File: config.mk
export PLATFORM = sky130hd
export DESIGN_NAME = gpr_wb_arbiter_flat
export DESIGN_NICKNAME = d
export VERILOG_FILES = /design/src/rtl/gpr_wb_arbiter_pkg.sv /design/src/rtl/gpr_wb_arbiter_if.sv /design/src/rtl/gpr_wb_arbiter_rr_arb2.sv /design/src/rtl/gpr_wb_arbiter.sv /design/src/flat_wrapper.sv
export SDC_FILE = /design/constraint.sdc
export NUM_CORES = 1
export LEC_CHECK = 0
export ABC_AREA = 0
export BUFFER_PORTS_ARGS = -buffer_cell sky130_fd_sc_hd__buf_2
export CAP_MARGIN = 20
export CORE_MARGIN = 2
export CORE_UTILIZATION = 49
export CTS_BUF_LIST = sky130_fd_sc_hd__clkbuf_8 sky130_fd_sc_hd__clkbuf_16
export DETAILED_ROUTE_END_ITERATION = 10
export HOLD_SLACK_MARGIN = 0.1
export PLACE_DENSITY_LB_ADDON = 0.12
export SLEW_MARGIN = 20
export SYNTH_ARGS = -nofsm -noshare
export SYNTH_HDL_FRONTEND = slang
export SYNTH_SLANG_ARGS = --single-unit
File: constraint.sdc
create_clock -name clk -period 1.7 [get_ports clk]
set_input_delay 0.085 -clock clk [delete_from_list [all_inputs] [get_ports clk]]
set_output_delay 0.085 -clock clk [all_outputs]
set_load 0.02 [all_outputs]
File: src/rtl/gpr_wb_arbiter_pkg.sv
// Shared definitions for the GPR write-back arbiter: default widths and
// requester identifiers.
package gpr_pkg;

  localparam int unsigned ADDR_WIDTH_DEF = 5;
  localparam int unsigned DATA_WIDTH_DEF = 32;
  localparam int unsigned NUM_GPR        = 2 ** ADDR_WIDTH_DEF;

  typedef enum logic {
    REQ_ALU = 1'b0,
    REQ_LSU = 1'b1
  } req_id_e;

endpackage

File: src/rtl/gpr_wb_arbiter_if.sv
// Bundle of write-back requests, decode hazard queries and register-file
// write port seen by the GPR write-back arbiter.
interface gpr_wb_arbiter_if
  import gpr_pkg::*;
#(
  parameter int unsigned ADDR_WIDTH = ADDR_WIDTH_DEF,
  parameter int unsigned DATA_WIDTH = DATA_WIDTH_DEF
) ();

  logic                  alu_valid_i;
  logic                  alu_ready_o;
  logic [ADDR_WIDTH-1:0] alu_rd_i;
  logic [DATA_WIDTH-1:0] alu_dat_i;
  logic                  lsu_valid_i;
  logic                  lsu_ready_o;
  logic [ADDR_WIDTH-1:0] lsu_rd_i;
  logic [DATA_WIDTH-1:0] lsu_dat_i;
  logic                  issue_valid_i;
  logic [ADDR_WIDTH-1:0] issue_rd_i;
  logic [ADDR_WIDTH-1:0] rs1_i;
  logic [ADDR_WIDTH-1:0] rs2_i;
  logic                  rs1_busy_o;
  logic                  rs2_busy_o;
  logic                  rf_w_en_o;
  logic [ADDR_WIDTH-1:0] rf_rd_o;
  logic [DATA_WIDTH-1:0] rf_dat_o;

  modport master (
    output alu_valid_i, alu_rd_i, alu_dat_i,
    output lsu_valid_i, lsu_rd_i, lsu_dat_i,
    output issue_valid_i, issue_rd_i, rs1_i, rs2_i,
    input  alu_ready_o, lsu_ready_o, rs1_busy_o, rs2_busy_o,
    input  rf_w_en_o, rf_rd_o, rf_dat_o
  );

  modport slave (
    input  alu_valid_i, alu_rd_i, alu_dat_i,
    input  lsu_valid_i, lsu_rd_i, lsu_dat_i,
    input  issue_valid_i, issue_rd_i, rs1_i, rs2_i,
    output alu_ready_o, lsu_ready_o, rs1_busy_o, rs2_busy_o,
    output rf_w_en_o, rf_rd_o, rf_dat_o
  );

endinterface

File: src/rtl/gpr_wb_arbiter_rr_arb2.sv
// Two-way round-robin arbiter; req[0]/gnt[0] is the ALU, req[1]/gnt[1] the LSU.
// Only a true conflict moves the fairness pointer.
module rr_arb2
  import gpr_pkg::*;
(
  input  logic       clk,
  input  logic       rst,
  input  logic [1:0] req,
  output logic [1:0] gnt
);

  req_id_e    last_grant_r;
  logic [1:0] gnt_s;

  // Grant selection from requests and fairness pointer
  always_comb begin
    gnt_s = 2'b00;
    case (req)
      2'b01:   gnt_s = 2'b01;
      2'b10:   gnt_s = 2'b10;
      2'b11:   gnt_s = (last_grant_r == REQ_LSU) ? 2'b01 : 2'b10;
      default: gnt_s = 2'b00;
    endcase
  end

  assign gnt = gnt_s;

  // Fairness pointer: LSU after reset so the ALU wins the first conflict
  always_ff @(posedge clk) begin
    if (rst) begin
      last_grant_r <= REQ_LSU;
    end else if (req == 2'b11) begin
      last_grant_r <= gnt_s[0] ? REQ_ALU : REQ_LSU;
    end else begin
      last_grant_r <= last_grant_r;
    end
  end

endmodule

File: src/rtl/gpr_wb_arbiter.sv
// Shares the single GPR write port between ALU and LSU write-back, registers
// the register-file write and tracks pending writes for decode RAW stalls.
module gpr_wb_arbiter
  import gpr_pkg::*;
#(
  parameter int unsigned ADDR_WIDTH = ADDR_WIDTH_DEF,
  parameter int unsigned DATA_WIDTH = DATA_WIDTH_DEF
) (
  input logic             clk,
  input logic             rst,
  gpr_wb_arbiter_if.slave bus
);

  localparam int unsigned NUM_REGS = 2 ** ADDR_WIDTH;

  logic [1:0]            req_s;
  logic [1:0]            gnt_s;
  logic                  xfer_s;
  logic [ADDR_WIDTH-1:0] sel_rd_s;
  logic [DATA_WIDTH-1:0] sel_dat_s;
  logic                  rf_w_en_r;
  logic [ADDR_WIDTH-1:0] rf_rd_r;
  logic [DATA_WIDTH-1:0] rf_dat_r;
  logic [NUM_REGS-1:0]   sb_r;
  logic [NUM_REGS-1:0]   sb_set_s;
  logic [NUM_REGS-1:0]   sb_clr_s;
  logic [NUM_REGS-1:0]   sb_nxt_s;

  function automatic logic [NUM_REGS-1:0] onehot(input logic [ADDR_WIDTH-1:0] idx,
                                                 input logic en);
    logic [NUM_REGS-1:0] m;
    m      = {NUM_REGS{1'b0}};
    m[idx] = en;
    return m;
  endfunction

  // Requests are masked while in reset so nothing is accepted then
  assign req_s = rst ? 2'b00 : {bus.lsu_valid_i, bus.alu_valid_i};

  rr_arb2 u_arb (
    .clk (clk),
    .rst (rst),
    .req (req_s),
    .gnt (gnt_s)
  );

  assign bus.alu_ready_o = gnt_s[0];
  assign bus.lsu_ready_o = gnt_s[1];
  assign xfer_s          = gnt_s[0] | gnt_s[1];

  // Winning requester's destination and data
  always_comb begin
    if (gnt_s[1]) begin
      sel_rd_s  = bus.lsu_rd_i;
      sel_dat_s = bus.lsu_dat_i;
    end else begin
      sel_rd_s  = bus.alu_rd_i;
      sel_dat_s = bus.alu_dat_i;
    end
  end

  // Registered write port; x0 transfers complete but never enable the write
  always_ff @(posedge clk) begin
    if (rst) begin
      rf_w_en_r <= 1'b0;
      rf_rd_r   <= {ADDR_WIDTH{1'b0}};
      rf_dat_r  <= {DATA_WIDTH{1'b0}};
    end else if (xfer_s) begin
      rf_w_en_r <= (sel_rd_s != {ADDR_WIDTH{1'b0}});
      rf_rd_r   <= sel_rd_s;
      rf_dat_r  <= sel_dat_s;
    end else begin
      rf_w_en_r <= 1'b0;
      rf_rd_r   <= rf_rd_r;
      rf_dat_r  <= rf_dat_r;
    end
  end

  assign bus.rf_w_en_o = rf_w_en_r;
  assign bus.rf_rd_o   = rf_rd_r;
  assign bus.rf_dat_o  = rf_dat_r;

  // Scoreboard next state: set applied after clear so a newer issue wins
  always_comb begin
    sb_set_s = onehot(bus.issue_rd_i, bus.issue_valid_i);
    sb_clr_s = onehot(rf_rd_r, rf_w_en_r);
    sb_nxt_s = (sb_r & ~sb_clr_s) | sb_set_s;
    sb_nxt_s[0] = 1'b0;
  end

  // Pending-write scoreboard register
  always_ff @(posedge clk) begin
    if (rst) begin
      sb_r <= {NUM_REGS{1'b0}};
    end else begin
      sb_r <= sb_nxt_s;
    end
  end

  assign bus.rs1_busy_o = (bus.rs1_i != {ADDR_WIDTH{1'b0}}) && sb_r[bus.rs1_i];
  assign bus.rs2_busy_o = (bus.rs2_i != {ADDR_WIDTH{1'b0}}) && sb_r[bus.rs2_i];

endmodule

File: src/flat_wrapper.sv
// flat-port wrapper written by rule: the top's interface ports become plain ports
module gpr_wb_arbiter_flat import gpr_pkg::*;
#(
  parameter int unsigned ADDR_WIDTH = ADDR_WIDTH_DEF,
  parameter int unsigned DATA_WIDTH = DATA_WIDTH_DEF
)
  (clk, rst, bus_alu_valid_i, bus_alu_rd_i, bus_alu_dat_i, bus_lsu_valid_i, bus_lsu_rd_i, bus_lsu_dat_i, bus_issue_valid_i, bus_issue_rd_i, bus_rs1_i, bus_rs2_i, bus_alu_ready_o, bus_lsu_ready_o, bus_rs1_busy_o, bus_rs2_busy_o, bus_rf_w_en_o, bus_rf_rd_o, bus_rf_dat_o);
  gpr_wb_arbiter_if #(.ADDR_WIDTH(ADDR_WIDTH), .DATA_WIDTH(DATA_WIDTH)) bus_i ();
  input logic clk;
  input logic rst;
  input wire logic [$bits(bus_i.alu_valid_i)-1:0] bus_alu_valid_i;
  input wire logic [$bits(bus_i.alu_rd_i)-1:0] bus_alu_rd_i;
  input wire logic [$bits(bus_i.alu_dat_i)-1:0] bus_alu_dat_i;
  input wire logic [$bits(bus_i.lsu_valid_i)-1:0] bus_lsu_valid_i;
  input wire logic [$bits(bus_i.lsu_rd_i)-1:0] bus_lsu_rd_i;
  input wire logic [$bits(bus_i.lsu_dat_i)-1:0] bus_lsu_dat_i;
  input wire logic [$bits(bus_i.issue_valid_i)-1:0] bus_issue_valid_i;
  input wire logic [$bits(bus_i.issue_rd_i)-1:0] bus_issue_rd_i;
  input wire logic [$bits(bus_i.rs1_i)-1:0] bus_rs1_i;
  input wire logic [$bits(bus_i.rs2_i)-1:0] bus_rs2_i;
  output wire logic [$bits(bus_i.alu_ready_o)-1:0] bus_alu_ready_o;
  output wire logic [$bits(bus_i.lsu_ready_o)-1:0] bus_lsu_ready_o;
  output wire logic [$bits(bus_i.rs1_busy_o)-1:0] bus_rs1_busy_o;
  output wire logic [$bits(bus_i.rs2_busy_o)-1:0] bus_rs2_busy_o;
  output wire logic [$bits(bus_i.rf_w_en_o)-1:0] bus_rf_w_en_o;
  output wire logic [$bits(bus_i.rf_rd_o)-1:0] bus_rf_rd_o;
  output wire logic [$bits(bus_i.rf_dat_o)-1:0] bus_rf_dat_o;
  assign bus_i.alu_valid_i = bus_alu_valid_i;
  assign bus_i.alu_rd_i = bus_alu_rd_i;
  assign bus_i.alu_dat_i = bus_alu_dat_i;
  assign bus_i.lsu_valid_i = bus_lsu_valid_i;
  assign bus_i.lsu_rd_i = bus_lsu_rd_i;
  assign bus_i.lsu_dat_i = bus_lsu_dat_i;
  assign bus_i.issue_valid_i = bus_issue_valid_i;
  assign bus_i.issue_rd_i = bus_issue_rd_i;
  assign bus_i.rs1_i = bus_rs1_i;
  assign bus_i.rs2_i = bus_rs2_i;
  assign bus_alu_ready_o = bus_i.alu_ready_o;
  assign bus_lsu_ready_o = bus_i.lsu_ready_o;
  assign bus_rs1_busy_o = bus_i.rs1_busy_o;
  assign bus_rs2_busy_o = bus_i.rs2_busy_o;
  assign bus_rf_w_en_o = bus_i.rf_w_en_o;
  assign bus_rf_rd_o = bus_i.rf_rd_o;
  assign bus_rf_dat_o = bus_i.rf_dat_o;
  gpr_wb_arbiter #(.ADDR_WIDTH(ADDR_WIDTH), .DATA_WIDTH(DATA_WIDTH)) u_core (.clk(clk), .rst(rst), .bus(bus_i));
endmodule
Word-level counts from Yosys, hierarchy flattened:

Cells that the tools add are included.

* eq/ne operators: 3
* order comparisons: 6
* reductions and logical operators: 8
* mux-type cells: 14
* bitwise operators: 7

Operators with widths (number)
* bitwise AND 32 bit: 3
* two-way mux 32 bit: 1
* NOT 32 bit: 1
* bitwise OR 32 bit: 1
* < comparator 5 x 6 -> 1 bit (second input constant): 4
* nonzero test 5 bit: 3
* binary-select mux 1 bit (select 5 bit): 2
* demux 1 bit (select 5 bit): 2
* >= comparator 5 x 1 -> 1 bit (second input constant): 2
* case mux 2 bit (3 select lines): 1
* two-way mux 1 bit: 5
* two-way mux 5 bit: 1
* equality test 2 bit (second input constant): 2
* logical AND 1 bit: 4
* two-way mux 2 bit: 2
* equality test 2 x 1 -> 1 bit (second input constant): 1
* OR reduction 2 bit: 1
* NOT 1 bit: 1
* bitwise OR 1 bit: 1

* bits in registers: 71
* output and inout port bits: 42
* input port bits: 94

Depth between registers and ports, before layout:

* word-level depth: 8
* gate-level depth with buffers: 6
* gate-level depth less buffers: 5

By module:

A second synthesis with hierarchy kept.

* cells, all modules: 453
* area total of the unflattened synthesis: 3677.3 µm²

By module, submodules not included
* gpr_wb_arbiter: instances 1, cells an instance 446, area an instance 3616.0 µm²
* rr_arb2: instances 1, cells an instance 7, area an instance 61.3 µm²

Least setup slack after synthesis:

Ideal clock, no wire load.

* kind: reg-to-reg
* start: register u_core.rf_rd_r[3], in the netlist u_core.bus.rf_rd_o[3]
* end: register u_core.sb_r[8]
* data required time: 1.563 ns
* library setup time: 0.137 ns
* stages on the path, launching flop included: 5
* data arrival time: 1.275 ns
* clock period less this slack: 1.412 ns
* slack: 0.288 ns
* cells stage by stage: dfxtp_1 -> clkbuf_1 -> or3b_1 -> o21ai_0 -> a21oi_1

* longest elaborated chain between the ends: 8

Ends and longest elaborated chain
* from (decl): line gpr_wb_arbiter.sv:22 `logic [ADDR_WIDTH-1:0] rf_rd_r;`
* from (signal assigned): line gpr_wb_arbiter.sv:66 `rf_rd_r <= {ADDR_WIDTH{1'b0}};`
* from (signal assigned): line gpr_wb_arbiter.sv:70 `rf_rd_r <= sel_rd_s;`
* from (signal assigned): line gpr_wb_arbiter.sv:74 `rf_rd_r <= rf_rd_r;`
* < comparator 5 x 6 -> 1 bit (not written as such) or >= comparator 5 x 1 -> 1 bit (tied branches): line gpr_wb_arbiter.sv:33 `m[idx] = en;`
* logical AND 1 bit (not written as such): line gpr_wb_arbiter.sv:33
* two-way mux 1 bit (not written as such): line gpr_wb_arbiter.sv:33
* demux 1 bit (select 5 bit) (*)
* bitwise AND 32 bit (no line) (*)
* NOT 32 bit (*): line gpr_wb_arbiter.sv:87 `sb_nxt_s = (sb_r & ~sb_clr_s) | sb_set_s;`
* bitwise AND 32 bit (*): line gpr_wb_arbiter.sv:87
* bitwise OR 32 bit (*): line gpr_wb_arbiter.sv:87
* to (signal assigned): line gpr_wb_arbiter.sv:94 `sb_r <= {NUM_REGS{1'b0}};`
* to (signal assigned): line gpr_wb_arbiter.sv:96 `sb_r <= sb_nxt_s;`
* to (decl): line gpr_wb_arbiter.sv:24 `logic [NUM_REGS-1:0] sb_r;`

Mark *: on every way between the ends. The rest lies on a longest branch, timed or not.
A chain may end at the register's enable or synchronous reset.

Worst setup path in the final report:

* start: register u_core.sb_r[4]
* end: output port bus_rs2_busy_o

* longest elaborated chain between the ends: 3

Ends and longest elaborated chain
* binary-select mux 1 bit (select 5 bit): line gpr_wb_arbiter.sv:101 `assign bus.rs2_busy_o = (bus.rs2_i != {ADDR_WIDTH{1'b0}}) && sb_r[bus.rs2_i];`
* two-way mux 1 bit (not written as such): line gpr_wb_arbiter.sv:101
* logical AND 1 bit: line gpr_wb_arbiter.sv:101
* to (decl): line flat_wrapper.sv:24 `output wire logic [$bits(bus_i.rs2_busy_o)-1:0] bus_rs2_busy_o;`

No other way between the ends. The select of a mux whose other input is x is not followed.

==> impl_metrics.env <==
export IMPL_hold_viol=0
export IMPL_ys_seq_area_frac=0.403
export IMPL_wirelength_um=13800
export IMPL_p_leak_uw=0.00228
export IMPL_worst_slack_ns=-0.0421
export IMPL_slew_limit_headroom=0.494
export IMPL_hold_path_class="primary input to flop"
export IMPL_fin_crit_ns=1.74
export IMPL_power_total_uw=4190
export IMPL_worst_slew_pin_slew_ns=0.758
export IMPL_setup_viol=2
export IMPL_layout_drive_gt1_share=0.314
export IMPL_cts_num_sinks=70
export IMPL_grt_antenna_before_repair=0
export IMPL_clk_path_buf_depth=2
export IMPL_ys_ff_latch=70
export IMPL_synth_edf_count=0
export IMPL_syn_area_um2=3480
export IMPL_yosysWarnings=0
export IMPL_r2r_start="u_core.u_arb.last_grant_r"
export IMPL_dr_pass1_iters=8
export IMPL_start_util=0.509
export IMPL_core_area_um2=6830
export IMPL_synthArstFlopShare=0
export IMPL_power_density_nw_per_um2=814
export IMPL_die_width_um=88.2
export IMPL_hold_slack_ns=0.109
export IMPL_slew_viol_final=0
export IMPL_post_route_period_util=1.02
export IMPL_seq_area_um2=1410
export IMPL_arrival_ns=1.66
export IMPL_cts_htree_levels=3
export IMPL_power_switching_uw=1190
export IMPL_overflow=0
export IMPL_row_count=30
export IMPL_cp_end_kind="primary output"
export IMPL_worstSkewPairLatency_ns=0.35
export IMPL_syn_nets=495
export IMPL_sw_frac_of_total=0.284
export IMPL_cp_required_ns=1.62
export IMPL_wire_per_inst_um=19.9
export IMPL_pwr_share_clk=0.365
export IMPL_crit_path_start_kind="flop"
export IMPL_drtIter0Drc=502
export IMPL_cts_tree="done"
export IMPL_skew_ns=0.0101
export IMPL_track_usage=0.362
export IMPL_cts_buffers_inserted=9
export IMPL_failed_checks="setup timing"
export IMPL_grt_pass1_wl_um=21400
export IMPL_max_clock_freq_ghz=0.574
export IMPL_syn_to_final_growth_pct=48.0
export IMPL_die_h_um=88.2
export IMPL_nets=689
export IMPL_final_common_cell="buf_2"
export IMPL_diodes=0
export IMPL_cp_endpoint="bus_rs2_busy_o"
export IMPL_synth_distinct_cells=44
export IMPL_dp_hpwl_um=7880
export IMPL_multi_input_area_um2=1920
export IMPL_path_clk_slew_ns=0.07
export IMPL_vias_per_cell=6.05
export IMPL_root_buffer="clkbuf_8"
export IMPL_gp_congestion=0.909
export IMPL_grt_setup_unrepaired="yes"
export IMPL_grt_max_degree=48
export IMPL_vias=4207
export IMPL_worst_setup_path_type="flop to primary output"
export IMPL_status="finished, violations left"
export IMPL_grt_pass1_vias=4225
export IMPL_maxCapViolations=0
export IMPL_final_cell_mix="buf_2 (133), dfxtp_1 (67), dlygate4sd3_1 (64)"
export IMPL_avgSynthCellArea_um2=8.67
export IMPL_intPower_uw=3000
export IMPL_fill_cells=488
export IMPL_boundaryPins=136
export IMPL_numPortBuffers=135
export IMPL_postRouteAntennaNets=0
export IMPL_ir_drop_mv=0.547
export IMPL_share_seq_of_total_power=0.430
export IMPL_comb_power_share=0.206
export IMPL_worst_r2r_endpoint="u_core.bus.rf_dat_o[9]"
export IMPL_rr_worst_depth=5
export IMPL_drc=0
export IMPL_startpoint="u_core.sb_r[4]"
export IMPL_dp_slack_ns=0.201
export IMPL_rrSetupSlack_ns=0.20
export IMPL_die_area_um2=7790
export IMPL_postSynthCellCount=401
export IMPL_crit_path_max_fanout=3
export IMPL_synth_main_ff_cell="dfxtp_1"
export IMPL_post_cts_buffers=0
[layer usage]
| layer | share of wire | wire (µm) | global-route usage |
|---|---|---|---|
| met5 | 0 | 0 | 0 |
| met4 | 0.049 | 673 | 0.205 |
| met3 | 0.095 | 1310 | 0.0924 |
| met2 | 0.49 | 6790 | 0.608 |
| met1 | 0.36 | 5040 | 0.421 |
[Yosys cell counts, types with 4 or more instances]
cell,n,area (µm²)
a2111oi_0,6,52.6
a211oi_2,5,62.6
a21oi_1,36,180
a221oi_1,7,61.3
a222oi_1,22,220
a311oi_1,9,78.8
buf_1,4,15.0
buf_2,7,35.0
buf_6,5,56.3
clkbuf_1,8,30.0
dfxtp_1,70,1400
inv_1,19,71.3
mux2i_1,23,230
nand2_1,57,214
nand3_1,4,20.0
nand3b_1,5,37.5
nor2_1,28,105
nor2b_1,12,75.1
nor3b_1,4,30.0
o21ai_0,31,155
[what timing repair did]
item,CTS,global route
endpoints found under the setup margin,2,2
gates resized for setup,11,14
hold buffers,64,0
hold endpoints to repair,32,0
pin swaps,3,3
[critical path: stages (launching register included)]
cell and delay (ns):
dfxtp_2 0.33, mux4_2 0.46, inv_2 0.07, a2111oi_2 0.06, a21oi_1 0.14, nand3_1 0.10
buf_6 0.14
[cell families after synthesis]
family / after synthesis / synth area share
and+or+nand+nor: 132 / 0.182
AOI/OAI and AO/OA: 125 / 0.263
DFF: 70 / 0.403
buffers and inverters: 47 / 0.0662
muxes: 27 / 0.0856
[cell type report]
type / instances / area share
Timing Repair Buffer: 209 / 0.273
Clock inverter: 4 / 0.0139
Multi-Input combinational cell: 284 / 0.372
Sequential cell: 70 / 0.273
Tap cell: 96 / 0.0233
Clock buffer: 11 / 0.0294
Inverter: 21 / 0.0153
[power by group through the flow]
stage          Combinational (µW)  Clock, µW  Sequential [µW]
3_3_place_gp                  664          0             1820
3_5_place_dp                  671          0             1820
2_1_floorplan                 325          0             1890
4_1_cts                       791       1510             1790
6_report                      862       1530             1800
5_1_grt                       914       1590             1810
[registers in the layout, indices dropped and copies added, names as in the netlist]
name	cells
u_core.bus.rf_dat_o	32
u_core.bus.rf_rd_o	5
u_core.u_arb.last_grant_r	1
u_core.bus.rf_w_en_o	1
u_core.sb_r	31
[how the worst min path moves through the flow]
stage                       from                       to  depth (start not counted)
3_5_place_dp   bus_lsu_dat_i[10]  u_core.bus.rf_dat_o[10]                          3
3_3_place_gp    bus_lsu_dat_i[2]   u_core.bus.rf_dat_o[2]                          3
5_1_grt                      rst    u_core.bus.rf_rd_o[2]                          2
4_1_cts                      rst    u_core.bus.rf_rd_o[3]                          2
2_1_floorplan   bus_lsu_dat_i[0]   u_core.bus.rf_dat_o[0]                          2
6_report                     rst    u_core.bus.rf_rd_o[3]                          2
[stage by stage]
step / std cells / instance area [µm²] / TNS [ns] / utilization
2_1_floorplan: 401 / 3480 / 0 / -
3_3_place_gp: 616 / 4200 / 0 / 0.615
3_5_place_dp: 616 / 4200 / 0 / 0.615
4_1_cts: 695 / 5090 / -0.0762 / 0.745
5_1_grt: 695 / 5150 / -0.219 / 0.753
6_report: 695 / 5150 / -0.0801 / 0.753
No activity file was read; power rests on OpenSTA's default activity.
